[src/rtl/ptvm_pkg.sv]
// Shared types and constants for the vending-machine change dispenser:
// dispenser state encoding, coin values and the coin-select encoding.
package ptvm_pkg;

  typedef enum logic [2:0] {
    ST_IDLE,
    ST_SELECT,
    ST_DRIVE,
    ST_WAIT_SENSE,
    ST_FINISH,
    ST_FAULT
  } disp_state_t;

  localparam int NICKEL_UNITS = 1;
  localparam int DIME_UNITS   = 2;

  typedef enum logic [1:0] {
    SEL_NONE,
    SEL_NICKEL,
    SEL_DIME
  } coin_sel_t;

  // Timer width able to hold the larger of the pulse and timeout loads.
  function automatic int tmr_width(input int a, input int b);
    int m;
    m = (a > b) ? a : b;
    return $clog2(m) + 1;
  endfunction

endpackage

[src/rtl/ptvm_chg_timer.sv]
// Loadable down-counter shared by the hopper drive pulse and the coin-sense wait.
// expired flags the final cycle of a loaded interval (count == 1).
module ptvm_chg_timer #(
  parameter int W = 7
) (
  input  logic         clock,
  input  logic         reset,
  input  logic         load,
  input  logic [W-1:0] load_val,
  output logic         expired
);

  logic [W-1:0] r_count;

  always_ff @(posedge clock) begin
    if (reset) begin
      r_count <= '0;
    end else if (load) begin
      r_count <= load_val;
    end else if (r_count != '0) begin
      r_count <= r_count - 1'b1;
    end
  end

  // A load of N therefore gives exactly N cycles before the owner acts on expiry.
  assign expired = (r_count == W'(1));

endmodule

[src/rtl/ptvm_change_dispenser.sv]
// Change dispenser: pays a nickel-unit amount greedily as dimes then nickels,
// confirming each coin on the drop sensor. PTVM_CHG_STATS_EN adds coin counters.
module ptvm_change_dispenser
  import ptvm_pkg::*;
#(
  parameter int AMT_W       = 3,
  parameter int PULSE_CYC   = 4,
  parameter int TIMEOUT_CYC = 64
) (
  input  logic             clock,
  input  logic             reset,
  input  logic             req_valid,
  output logic             req_ready,
  input  logic [AMT_W-1:0] req_amount,
  input  logic             nickel_empty,
  input  logic             dime_empty,
  input  logic             coin_sense,
  output logic             nickel_drive,
  output logic             dime_drive,
  output logic             busy,
  output logic             done,
  output logic             error,
  output logic [AMT_W-1:0] remaining
`ifdef PTVM_CHG_STATS_EN
  ,
  output logic [7:0]       nickel_count,
  output logic [7:0]       dime_count
`endif
);

  localparam int TMR_W = tmr_width(PULSE_CYC, TIMEOUT_CYC);

  disp_state_t      r_state;
  coin_sel_t        r_sel;
  logic [AMT_W-1:0] r_remaining;
  logic             r_nickel_drive;
  logic             r_dime_drive;
  logic             r_busy;
  logic             r_req_ready;
  logic             r_done;
  logic             r_error;

  coin_sel_t        w_pick;
  logic [AMT_W-1:0] w_units;
  logic             w_tmr_load;
  logic [TMR_W-1:0] w_tmr_val;
  logic             w_tmr_expired;
  logic             w_coin_ok;

  // Greedy choice; hopper-empty levels only matter while in SELECT.
  always_comb begin
    w_pick = SEL_NONE;
    if (r_remaining >= AMT_W'(DIME_UNITS) && !dime_empty) begin
      w_pick = SEL_DIME;
    end else if (r_remaining != '0 && !nickel_empty) begin
      w_pick = SEL_NICKEL;
    end
  end

  assign w_units    = (r_sel == SEL_DIME) ? AMT_W'(DIME_UNITS) : AMT_W'(NICKEL_UNITS);
  assign w_coin_ok  = (r_state == ST_WAIT_SENSE) && coin_sense;
  assign w_tmr_load = ((r_state == ST_SELECT) && (r_remaining != '0) && (w_pick != SEL_NONE))
                   || ((r_state == ST_DRIVE) && w_tmr_expired);
  assign w_tmr_val  = (r_state == ST_SELECT) ? TMR_W'(PULSE_CYC) : TMR_W'(TIMEOUT_CYC);

  ptvm_chg_timer #(
    .W (TMR_W)
  ) u_timer (
    .clock    (clock),
    .reset    (reset),
    .load     (w_tmr_load),
    .load_val (w_tmr_val),
    .expired  (w_tmr_expired)
  );

  always_ff @(posedge clock) begin
    if (reset) begin
      r_state        <= ST_IDLE;
      r_sel          <= SEL_NONE;
      r_remaining    <= '0;
      r_nickel_drive <= 1'b0;
      r_dime_drive   <= 1'b0;
      r_busy         <= 1'b0;
      r_req_ready    <= 1'b1;
      r_done         <= 1'b0;
      r_error        <= 1'b0;
    end else begin
      r_done <= 1'b0;
      case (r_state)
        ST_IDLE: begin
          if (req_valid && r_req_ready) begin
            r_remaining <= req_amount;
            r_error     <= 1'b0;
            r_req_ready <= 1'b0;
            r_busy      <= 1'b1;
            r_state     <= ST_SELECT;
          end
        end
        ST_SELECT: begin
          if (r_remaining == '0) begin
            r_done  <= 1'b1;
            r_state <= ST_FINISH;
          end else begin
            r_sel <= w_pick;
            case (w_pick)
              SEL_DIME: begin
                r_dime_drive <= 1'b1;
                r_state      <= ST_DRIVE;
              end
              SEL_NICKEL: begin
                r_nickel_drive <= 1'b1;
                r_state        <= ST_DRIVE;
              end
              default: begin
                r_error <= 1'b1;
                r_done  <= 1'b1;
                r_state <= ST_FAULT;
              end
            endcase
          end
        end
        ST_DRIVE: begin
          if (w_tmr_expired) begin
            r_nickel_drive <= 1'b0;
            r_dime_drive   <= 1'b0;
            r_state        <= ST_WAIT_SENSE;
          end
        end
        ST_WAIT_SENSE: begin
          // A sense landing on the expiry cycle still counts as delivered.
          if (coin_sense) begin
            r_remaining <= r_remaining - w_units;
            r_state     <= ST_SELECT;
          end else if (w_tmr_expired) begin
            r_error <= 1'b1;
            r_done  <= 1'b1;
            r_state <= ST_FAULT;
          end
        end
        ST_FINISH, ST_FAULT: begin
          r_busy      <= 1'b0;
          r_req_ready <= 1'b1;
          r_state     <= ST_IDLE;
        end
        default: begin
          r_nickel_drive <= 1'b0;
          r_dime_drive   <= 1'b0;
          r_busy         <= 1'b0;
          r_req_ready    <= 1'b1;
          r_state        <= ST_IDLE;
        end
      endcase
    end
  end

  assign req_ready    = r_req_ready;
  assign nickel_drive = r_nickel_drive;
  assign dime_drive   = r_dime_drive;
  assign busy         = r_busy;
  assign done         = r_done;
  assign error        = r_error;
  assign remaining    = r_remaining;

`ifdef PTVM_CHG_STATS_EN
  logic [7:0] r_nickel_count;
  logic [7:0] r_dime_count;

  always_ff @(posedge clock) begin
    if (reset) begin
      r_nickel_count <= '0;
      r_dime_count   <= '0;
    end else if (w_coin_ok) begin
      if (r_sel == SEL_DIME) begin
        if (r_dime_count != 8'hFF) r_dime_count <= r_dime_count + 1'b1;
      end else begin
        if (r_nickel_count != 8'hFF) r_nickel_count <= r_nickel_count + 1'b1;
      end
    end
  end

  assign nickel_count = r_nickel_count;
  assign dime_count   = r_dime_count;
`endif

endmodule

[config.mk]
export PLATFORM = sky130hd
export DESIGN_NAME = ptvm_change_dispenser
export DESIGN_NICKNAME = d
export VERILOG_FILES = /design/src/rtl/ptvm_pkg.sv /design/src/rtl/ptvm_chg_timer.sv /design/src/rtl/ptvm_change_dispenser.sv
export SDC_FILE = /design/constraint.sdc
export NUM_CORES = 1
export LEC_CHECK = 0
export BUFFER_PORTS_ARGS = -buffer_cell sky130_fd_sc_hd__buf_2
export CAP_MARGIN = 20
export CORE_ASPECT_RATIO = 1.75
export CORE_UTILIZATION = 43
export DETAILED_ROUTE_END_ITERATION = 7
export GPL_ROUTABILITY_DRIVEN = 0
export MAX_ROUTING_LAYER = met4
export PLACE_DENSITY = 0.67
export SLEW_MARGIN = 20
export SYNTH_ARGS = -nofsm -noshare
export SYNTH_HDL_FRONTEND = slang
export SYNTH_SLANG_ARGS = --single-unit
[constraint.sdc]
create_clock -name clock -period 3.75 [get_ports clock]
set_clock_uncertainty 0.2 [all_clocks]
set_input_delay 0.75 -clock clock [delete_from_list [all_inputs] [get_ports clock]]
set_output_delay 0.75 -clock clock [all_outputs]
set_load 0.005 [all_outputs]
After elaboration in Yosys (flattened, before gate mapping) --
Index checks and enable logic that the tools add are counted.
Word-level totals: memories 0, word-level logic and storage cells 99, output and inout port bits 9, register bits after elaboration 21, latch bits 0, ROM bits 0, input bits 9, bits in writable memories 0
Cells by class: mux-type cells 37, shift-type cells 0, multiply operators 0, divide/modulo/power cells 0, add/sub/neg operators 2, reductions and logical operators 27, equality and inequality tests 19, bitwise gates (word level) 3, $lt $le $gt $ge 1
Operator list (number):
- $mux W3 | 8
- $mux W7 | 3
- $mux W1 | 16
- $ne A2 B2 Y1 const B | 7
- $pmux W3 S4 | 1
- $pmux W1 S3 | 3
- $reduce_and A4 Y1 | 2
- $eq A7 B1 Y1 const B | 1
- $reduce_bool A7 Y1 | 1
- $sub A7 B1 Y7 const B | 1
- $eq A3 B2 Y1 const B | 2
- $eq A3 B3 Y1 const B | 2
- $logic_and A1 B1 Y1 | 6
- $logic_not A3 Y1 | 2
- $pmux W1 S2 | 3
- $pmux W3 S2 | 1
- $reduce_and A3 Y1 | 2
- $reduce_and A6 Y1 | 1
- $reduce_bool A2 Y1 | 3
- $reduce_bool A3 Y1 | 2
- $eq A2 B2 Y1 const B | 2
- $mux W2 | 2
- $ne A2 B1 Y1 const B | 2
- $reduce_and A2 Y1 | 2
- other kinds (11) | 14

Logic depth before layout (Yosys ltp) --
Gate-level depths: netlist of the first run.
word-level depth 9, gate-level depth with buffers 6, mapped depth without buffers 6

Cells and area by module --
A second synthesis of the first run with hierarchy kept.
Second synthesis, totals: cells, all modules 142, area, all modules 1193.6 µm²
By module, submodules not included:
- ptvm_change_dispenser | seq. area each 280.3 µm², area an instance 753.2 µm², cells each 91, instances 1
- ptvm_chg_timer | seq. area each 140.1 µm², area an instance 440.4 µm², cells each 51, instances 1

Worst setup path after synthesis of the first run --
No wires, ideal clock.
path type input to register, start point in nickel_empty, end point reg r_state[1], required time 3434 ps, path buffers 0, setup slack 1794 ps, stages 4, arrival time 1640 ps, library setup time 116 ps, cells stage by stage nor2b_1 > o31ai_1 > o21bai_1 > a31o_2
On the way: longest elaborated chain between the ends 9, elaborated cells between the ends (all ways) 10, those cells by class eq/ne: 2; mux: 5; reduce/logical: 3
RTL lines:
- start, declared | RTL line ptvm_change_dispenser.sv:15 | input logic nickel_empty,
- $logic_not A1 Y1 (*) | RTL line ptvm_change_dispenser.sv:55 | end else if (r_remaining != '0 && !nickel_empty) begin
- $logic_and A1 B1 Y1 (*) | RTL line ptvm_change_dispenser.sv:55
- $mux W1 (*) | RTL line ptvm_change_dispenser.sv:55
- $mux W2 (*) | RTL line ptvm_change_dispenser.sv:53 | if (r_remaining >= AMT_W'(DIME_UNITS) && !dime_empty) begin
- $eq A2 B1 Y1 / $eq A2 B2 Y1 (equally long branches) | RTL line ptvm_change_dispenser.sv:105 | case (w_pick)
- $reduce_or A2 Y1 (no line) (*)
- $mux W3 (*) | RTL line ptvm_change_dispenser.sv:105
- $mux W3 (*) | RTL line ptvm_change_dispenser.sv:100 | if (r_remaining == '0) begin
- $pmux W3 S4 (*) | RTL line ptvm_change_dispenser.sv:89 | case (r_state)
- end signal, assigned | RTL line ptvm_change_dispenser.sv:96 | r_state <= ST_SELECT;
- end signal, assigned | RTL line ptvm_change_dispenser.sv:102 | r_state <= ST_FINISH;
- end signal, assigned | RTL line ptvm_change_dispenser.sv:108 | r_state <= ST_DRIVE;
- end, declared | RTL line ptvm_change_dispenser.sv:33 | disp_state_t r_state;
Every way passes the cells marked *; elsewhere a longest branch is shown, timed or not. A chain may end at the register's enable or synchronous reset.

Worst setup path after layout of the first run --
start point reg r_state[0], end point reg u_timer.r_count[1]
On the way: longest elaborated chain between the ends 5, elaborated cells between the ends (all ways) 8, those cells by class eq/ne: 2; mux: 1; reduce/logical: 5
RTL lines:
- start signal, assigned | RTL line ptvm_change_dispenser.sv:78 | r_state <= ST_IDLE;
- start signal, assigned | RTL line ptvm_change_dispenser.sv:96
- start signal, assigned | RTL line ptvm_change_dispenser.sv:102
- $eq A3 B1 Y1 | RTL line ptvm_change_dispenser.sv:62 | assign w_tmr_load = ((r_state == ST_SELECT) && (r_remaining != '0) && (w_pick != SEL_NONE))
- $logic_and A1 B1 Y1 (2 in series) | RTL line ptvm_change_dispenser.sv:62
- $logic_or A1 B1 Y1 (*) | RTL line ptvm_change_dispenser.sv:63 | || ((r_state == ST_DRIVE) && w_tmr_expired);
- $mux W7 / $reduce_bool A2 Y1 (equally long branches)
- end signal, assigned | RTL line ptvm_chg_timer.sv:19 | r_count <= load_val;
- end signal, assigned | RTL line ptvm_chg_timer.sv:21 | r_count <= r_count - 1'b1;
- end, declared | RTL line ptvm_chg_timer.sv:13 | logic [W-1:0] r_count;
Marks and branches as above.

==> results of run 1 <==
-- sequential cells by signal, summed over array words and instances, names as in the netlist --
register	cells
u_timer.r_count	7
r_state	3
remaining	3
r_sel	2
busy	1
dime_drive	1
done	1
error	1
nickel_drive	1
req_ready	1
-- cell usage in the layout (no fill, tap or decap), types with 3 or more instances in the layout --
cell type	netlist	final
sky130_fd_sc_hd__nor2b_1	4	4
sky130_fd_sc_hd__clkbuf_8	0	3
sky130_fd_sc_hd__dfxtp_1	21	21
sky130_fd_sc_hd__buf_2	3	17
sky130_fd_sc_hd__ha_1	4	4
sky130_fd_sc_hd__nand2_1	12	12
sky130_fd_sc_hd__nor3b_1	3	3
sky130_fd_sc_hd__o21ai_0	6	6
sky130_fd_sc_hd__nand2b_1	5	5
sky130_fd_sc_hd__a211oi_1	6	6
sky130_fd_sc_hd__a21oi_1	12	12
sky130_fd_sc_hd__nor2_1	11	11
sky130_fd_sc_hd__inv_1	8	8
sky130_fd_sc_hd__or3_1	3	3
-- path summary, 6_finish.rpt --
| kind | startpoint | to | slack, ns | cells after the start |
|---|---|---|---|---|
| worst max-delay path | r_state[0] | u_timer.r_count[1] | 1.66 | 4 |
| worst min-delay path | nickel_drive | nickel_drive | 0.25 | 2 |
| worst max register to register | r_state[0] | u_timer.r_count[1] | 1.66 | 4 |
| worst min register to register | nickel_drive | nickel_drive | 0.25 | 2 |
-- cell families after synthesis --
kind of cell    after synthesis  share of synthesized area, %
fa+ha+maj                     5                          5.82
flops                        21                          34.9
compound gates               41                          25.8
mux                           3                          2.60
simple gates                 54                          25.1
buf+inv                      13                          4.36
xor+xnor                      2                          1.45
-- through the flow --
step	cell area, µm²	utilization [%]	cells	setup WS (ns)
after floorplan	1200	-	139	1.79
after global placement	1300	48.4	178	1.58
after detailed placement	1300	48.4	178	1.52
after CTS	1350	50.1	182	1.66
after global routing	1350	50.1	182	1.47
final	1350	50.1	182	1.66
-- layout make-up --
class,count,area share [%]
tap,27,2.51
clock inverter,1,0.371
clock buffer,3,3.06
timing repair buffer,17,6.31
multi-input combinational,105,54.3
sequential,21,31.2
inverter,8,2.23
-- report_power, final --
| part | internal (W) | total [W] | switching (W) |
|---|---|---|---|
| combinational | 0.000219 | 0.000446 | 0.000227 |
| clock | 0.0000739 | 0.000146 | 0.0000719 |
| sequential | 0.000282 | 0.000359 | 0.0000768 |
| total | 0.000575 | 0.000950 | 0.000375 |
-- per-layer routing --
layer,global-route usage [%],vias to the layer above,wire [µm]
li1,-,542,-
met1,21.1,506,1060
met2,36.5,26,1510
met3,1.49,4,62
met4,8.68,0,40
met5,-,-,0
-- worst max-delay path, stage by stage (launching register included) --
cell and delay [ns]:
sky130_fd_sc_hd__dfxtp_1 0.56, sky130_fd_sc_hd__nor3b_1 0.43, sky130_fd_sc_hd__nand2_1 0.21, sky130_fd_sc_hd__o21bai_1 0.42, sky130_fd_sc_hd__a211oi_1 0.14
==> results_dict.tcl, run 1 <==
set metrics [dict create \
    worst_ir_drop_on_vdd_mv 0.360 \
    setup_tns_ns 0 \
    unrepaired_setup_endpoints_after_global_routing "no" \
    initial_core_util_pct 44.8 \
    clockBufferDepth 2 \
    synth_enable_flop_cells 0 \
    post-synth-top-count-cell "sky130_fd_sc_hd__dfxtp_1" \
    numCtsBuffers 3 \
    timing_hold_violations_final 0 \
    async_flop_share_pct 0 \
    route.final.wire_length_mm 2.67 \
    detailed_place_hpwl_mm 2.11 \
    worst-path-max-fanout 12 \
    pwr_density_cell_nw_per_um2 705 \
    floorplan.die_area_um2 3030 \
    drt_iter0_drc 38 \
    clock-sinks 21 \
    fillers 262 \
    timing.final.max_slew_violations 0 \
    cts_root_buffer "sky130_fd_sc_hd__clkbuf_8" \
    cts.clk_slew.worst_paths_ns 0.07 \
    yosysWarnings 0 \
    worstSkewPairLatency_ns 0.26 \
    synth_area_per_cell_um2 8.67 \
    synth.distinct_cells 45 \
    worstPathRequired_ns 3.68 \
    final_layout_size_suffix_gt1_share_pct 21.3 \
    sequential_cell_area_um2 420 \
    worst_setup_path_end_kind "flop" \
    post-route-drc-count 0 \
    grt_util_all_layers_pct 19.7 \
    post_drt_wl_per_cell_um 14.7 \
    number_of_max_cap_violations 0 \
    holdBufCountCts 0 \
    multiInputGateArea_um2 732 \
    numnets_final 170 \
    std_cell_rows 25 \
    min-delay-path-class "flop to flop" \
    detailroute.via_count 1078 \
    setup.worst_path.start_class "flop" \
    synth_top_cell_by_area "sky130_fd_sc_hd__dfxtp_1" \
    synth.top_cells.by_area "sky130_fd_sc_hd__dfxtp_1 (35%), sky130_fd_sc_hd__a21oi_1 (5.0%), sky130_fd_sc_hd__ha_1 (4.2%)" \
    antenna_cells 0 \
    netlist_instances 139 \
    synth.cell_area_um2 1200 \
    ctsResizeCount 0 \
    power.leakage_nw 0.539 \
    grt_max_degree 19 \
    grt_pass1_wl_mm 4.51 \
    die-height_um 72.0 \
    tritoncts "yes" \
    tightestPinTransition_ns 0.562 \
    fin_crit_sh_pct 55.9 \
    area_growth_syn_to_layout_pct 11.8 \
    place.port_buffers 17 \
    synth.net_count 153 \
    synth-seq-cells 21 \
    drt_first_pass_iters 4 \
    fp.dieW_um 42.0 \
    core_um2 2690 \
    cts.htree.levels 1 \
    floorplan.io_pins 18 \
    synth_sequential_area_ratio_pct 34.9 \
    timing.hold.ws_ns 0.251 \
    first_global_vias 994 \
    final_period_minus_worst_setup_slack_ns 2.09 \
    antenna_found_initial 0 \
    yosys-top-cells-count "sky130_fd_sc_hd__dfxtp_1 (21), sky130_fd_sc_hd__a21oi_1 (12), sky130_fd_sc_hd__nand2_1 (12)" \
    drt-vias-per-instance 5.92 \
    dominantRegCellSynth "sky130_fd_sc_hd__dfxtp_1" \
    setup_viol 0 \
    max_clock_freq_mhz 477 \
    p_total_w 0.000950 \
    arrival_ns 2.02 \
    globalRoute.totalOverflow 0 \
    cts_setup_buffers 0 \
    synth.top_cell.area_share_pct 34.9 \
    timing.max_slew.rel_slack_pct 62.3 \
    crit_type "flop to flop" \
    outcome "finished, final reports clean" \
    drtAntennaViolNets 0 \
]
Power figures use the tool's default switching activity.
==> run 2, diff against run 1 <==
--- a/config.mk
+++ b/config.mk
@@ -12,7 +12,7 @@
 export DETAILED_ROUTE_END_ITERATION = 7
 export GPL_ROUTABILITY_DRIVEN = 0
 export MAX_ROUTING_LAYER = met4
-export PLACE_DENSITY = 0.67
+export PLACE_DENSITY = 0.69
 export SLEW_MARGIN = 20
 export SYNTH_ARGS = -nofsm -noshare
 export SYNTH_HDL_FRONTEND = slang
==> constraint.sdc (replaced) <==
create_clock -name clock -period 1.7 [get_ports clock]
set_clock_uncertainty 0.2 [all_clocks]
set_input_delay 0.34 -clock clock [delete_from_list [all_inputs] [get_ports clock]]
set_output_delay 0.34 -clock clock [all_outputs]
set_load 0.005 [all_outputs]
==> results_dict.tcl, run 2 (same netlist as run 1, synthesis figures left out) <==
set metrics [dict create \
    fp.dieW_um 42.0 \
    worst-r2r-cell-count 3 \
    critPathSlowestCell "sky130_fd_sc_hd__or4_4" \
    std_cell_rows 25 \
    tritoncts "yes" \
    grt_max_degree 19 \
    grt_util_all_layers_pct 24.5 \
    outcome "complete, but fails checks" \
    registers.top_by_ff_count "u_timer.r_count" \
    cp_common_cell "sky130_fd_sc_hd__or4_4" \
    core_um2 2690 \
    cts.clk_slew.worst_paths_ns 0.07 \
    critical_path.top_delay_family "simple AND/OR/NAND/NOR gates" \
    holdBufCountCts 0 \
    globalRoute.totalOverflow 0 \
    worstReg2RegEnd "u_timer.r_count[5]" \
    timing.final.max_slew_violations 0 \
    timing.hold.ws_ns 0.181 \
    unrepaired_setup_endpoints_after_global_routing "yes" \
    grt_pass1_wl_mm 5.63 \
    clockBufferDepth 2 \
    worstSkewPairLatency_ns 0.26 \
    floorplan.die_area_um2 3030 \
    arrival_ns 1.82 \
    hold_path_end "req_ready" \
    power.leakage_nw 0.738 \
    final_critical_path_setup_slack_ns -0.140 \
    final_cell_mix "sky130_fd_sc_hd__buf_4 (31), sky130_fd_sc_hd__buf_2 (17), sky130_fd_sc_hd__dfxtp_1 (13)" \
    detailed_place_hpwl_mm 2.43 \
    cpPeakStageDelay_ns 0.53 \
    min-delay-path-class "input port to flop" \
    drt-vias-per-instance 5.87 \
    die-height_um 72.0 \
    timing_hold_violations_final 0 \
    setup_viol 6 \
    mostFrequentLayoutCell "sky130_fd_sc_hd__buf_4" \
    area_growth_syn_to_layout_pct 47.1 \
    tightestPinTransition_ns 0.430 \
    worst_setup_path_end_kind "flop" \
    worst_ir_drop_on_vdd_mv 0.872 \
    reg2reg_setup_slack_ns -0.14 \
    numCtsBuffers 3 \
    setup.worst_path.start_class "flop" \
    crit_type "flop to flop" \
    pwr_density_cell_nw_per_um2 1640 \
    setup_tns_ns -0.467 \
    combinationalPowerShare_pct 62.6 \
    worstPathCellList "or4_4 > or4_4 > a221oi_2" \
    power.net_switching_w 0.00112 \
    initial_core_util_pct 44.8 \
    final_period_minus_worst_setup_slack_ns 1.84 \
    route.final.wire_length_mm 3.42 \
    numnets_final 203 \
    post-route-drc-count 0 \
    seq_power_share_pct 26.0 \
    post_drt_wl_per_cell_um 15.9 \
    detailroute.via_count 1261 \
    drtAntennaViolNets 0 \
    cts.htree.levels 1 \
    cts_root_buffer "sky130_fd_sc_hd__clkbuf_8" \
    final_layout_size_suffix_gt1_share_pct 54.3 \
    path_buf_inv 0 \
    cell_internal_pwr_w 0.00178 \
    max_clock_freq_mhz 543 \
    clock-sinks 21 \
    worst-path-max-fanout 3 \
    largest_reg_flops 7 \
    antenna_found_initial 0 \
    floorplan.io_pins 18 \
    netSwitchingFraction_pct 38.5 \
    worstPathRequired_ns 1.68 \
    worst_r2r_startpoint "u_timer.r_count[0]" \
    hold-path-cell-count 3 \
    violated_checks "setup timing" \
    number_of_max_cap_violations 0 \
    area_after_dpl_um2 1510 \
    drt_first_pass_iters 4 \
    power.clock.fraction_pct 11.4 \
    holdCritStartpoint "req_valid" \
    antenna_cells 0 \
    timing.max_slew.rel_slack_pct 71.3 \
    first_global_vias 1295 \
    fin_crit_sh_pct 108 \
    final_cell_area_um2 1770 \
    place.port_buffers 17 \
    drt_iter0_drc 27 \
]
run 2: worst max path at each step:
stage,startpoint,end,slack (ns),depth (start not counted)
2_1_floorplan,u_timer.r_count[0],u_timer.r_count[5],-0.12,3
3_3_place_gp,u_timer.r_count[0],u_timer.r_count[5],-0.11,3
3_5_place_dp,u_timer.r_count[0],u_timer.r_count[5],-0.14,3
4_1_cts,u_timer.r_count[0],u_timer.r_count[5],-0.15,3
5_1_grt,u_timer.r_count[0],u_timer.r_count[5],-0.17,3
6_report,u_timer.r_count[0],u_timer.r_count[5],-0.14,3
run 2: through the flow:
step | setup slack, ns | total power, W | util [%] | instances
4_1_cts | -0.151 | 0.00273 | 61.7 | 209
2_1_floorplan | -0.118 | 0.00160 | - | 139
6_report | -0.140 | 0.00290 | 65.9 | 215
3_5_place_dp | -0.144 | 0.00221 | 56.2 | 203
3_3_place_gp | -0.105 | 0.00215 | 56.2 | 203
5_1_grt | -0.170 | 0.00310 | 65.9 | 215
run 2: worst min-delay path, stage by stage:
cell and delay [ns]:
sky130_fd_sc_hd__buf_2 0.12, sky130_fd_sc_hd__nand2_1 0.05, sky130_fd_sc_hd__a211o_1 0.11
run 2: repair_timing:
action	CTS	global route
setup endpoints to repair	16	16
pin swaps	11	8
buffers inserted	1	6
gates cloned	1	0
gates resized for setup	23	16
run 2: final cells by class:
class | instances | area [µm²]
multi-input cells | 106 | 902
fillers | 216 | 917
repair buffers | 49 | 329
clock buffers | 4 | 45.0
inverters | 8 | 30.0
well taps | 27 | 33.8
flip-flops and latches | 21 | 433
run 2: power by group through the flow:
stage | clock network, W | registers (W) | logic [W]
after global routing | 0.000354 | 0.000776 | 0.00197
final | 0.000331 | 0.000755 | 0.00182
after floorplan | 0 | 0.000754 | 0.000842
after detailed placement | 0 | 0.000744 | 0.00146
after global placement | 0 | 0.000737 | 0.00141
after CTS | 0.000336 | 0.000745 | 0.00165
run 2: routing by layer:
layer | part of all wire, % | GRT usage [%]
met1 | 38 | 22.8
met5 | 0 | -
met3 | 1.7 | 2.24
met4 | 2.5 | 13.9
met2 | 58 | 47.2
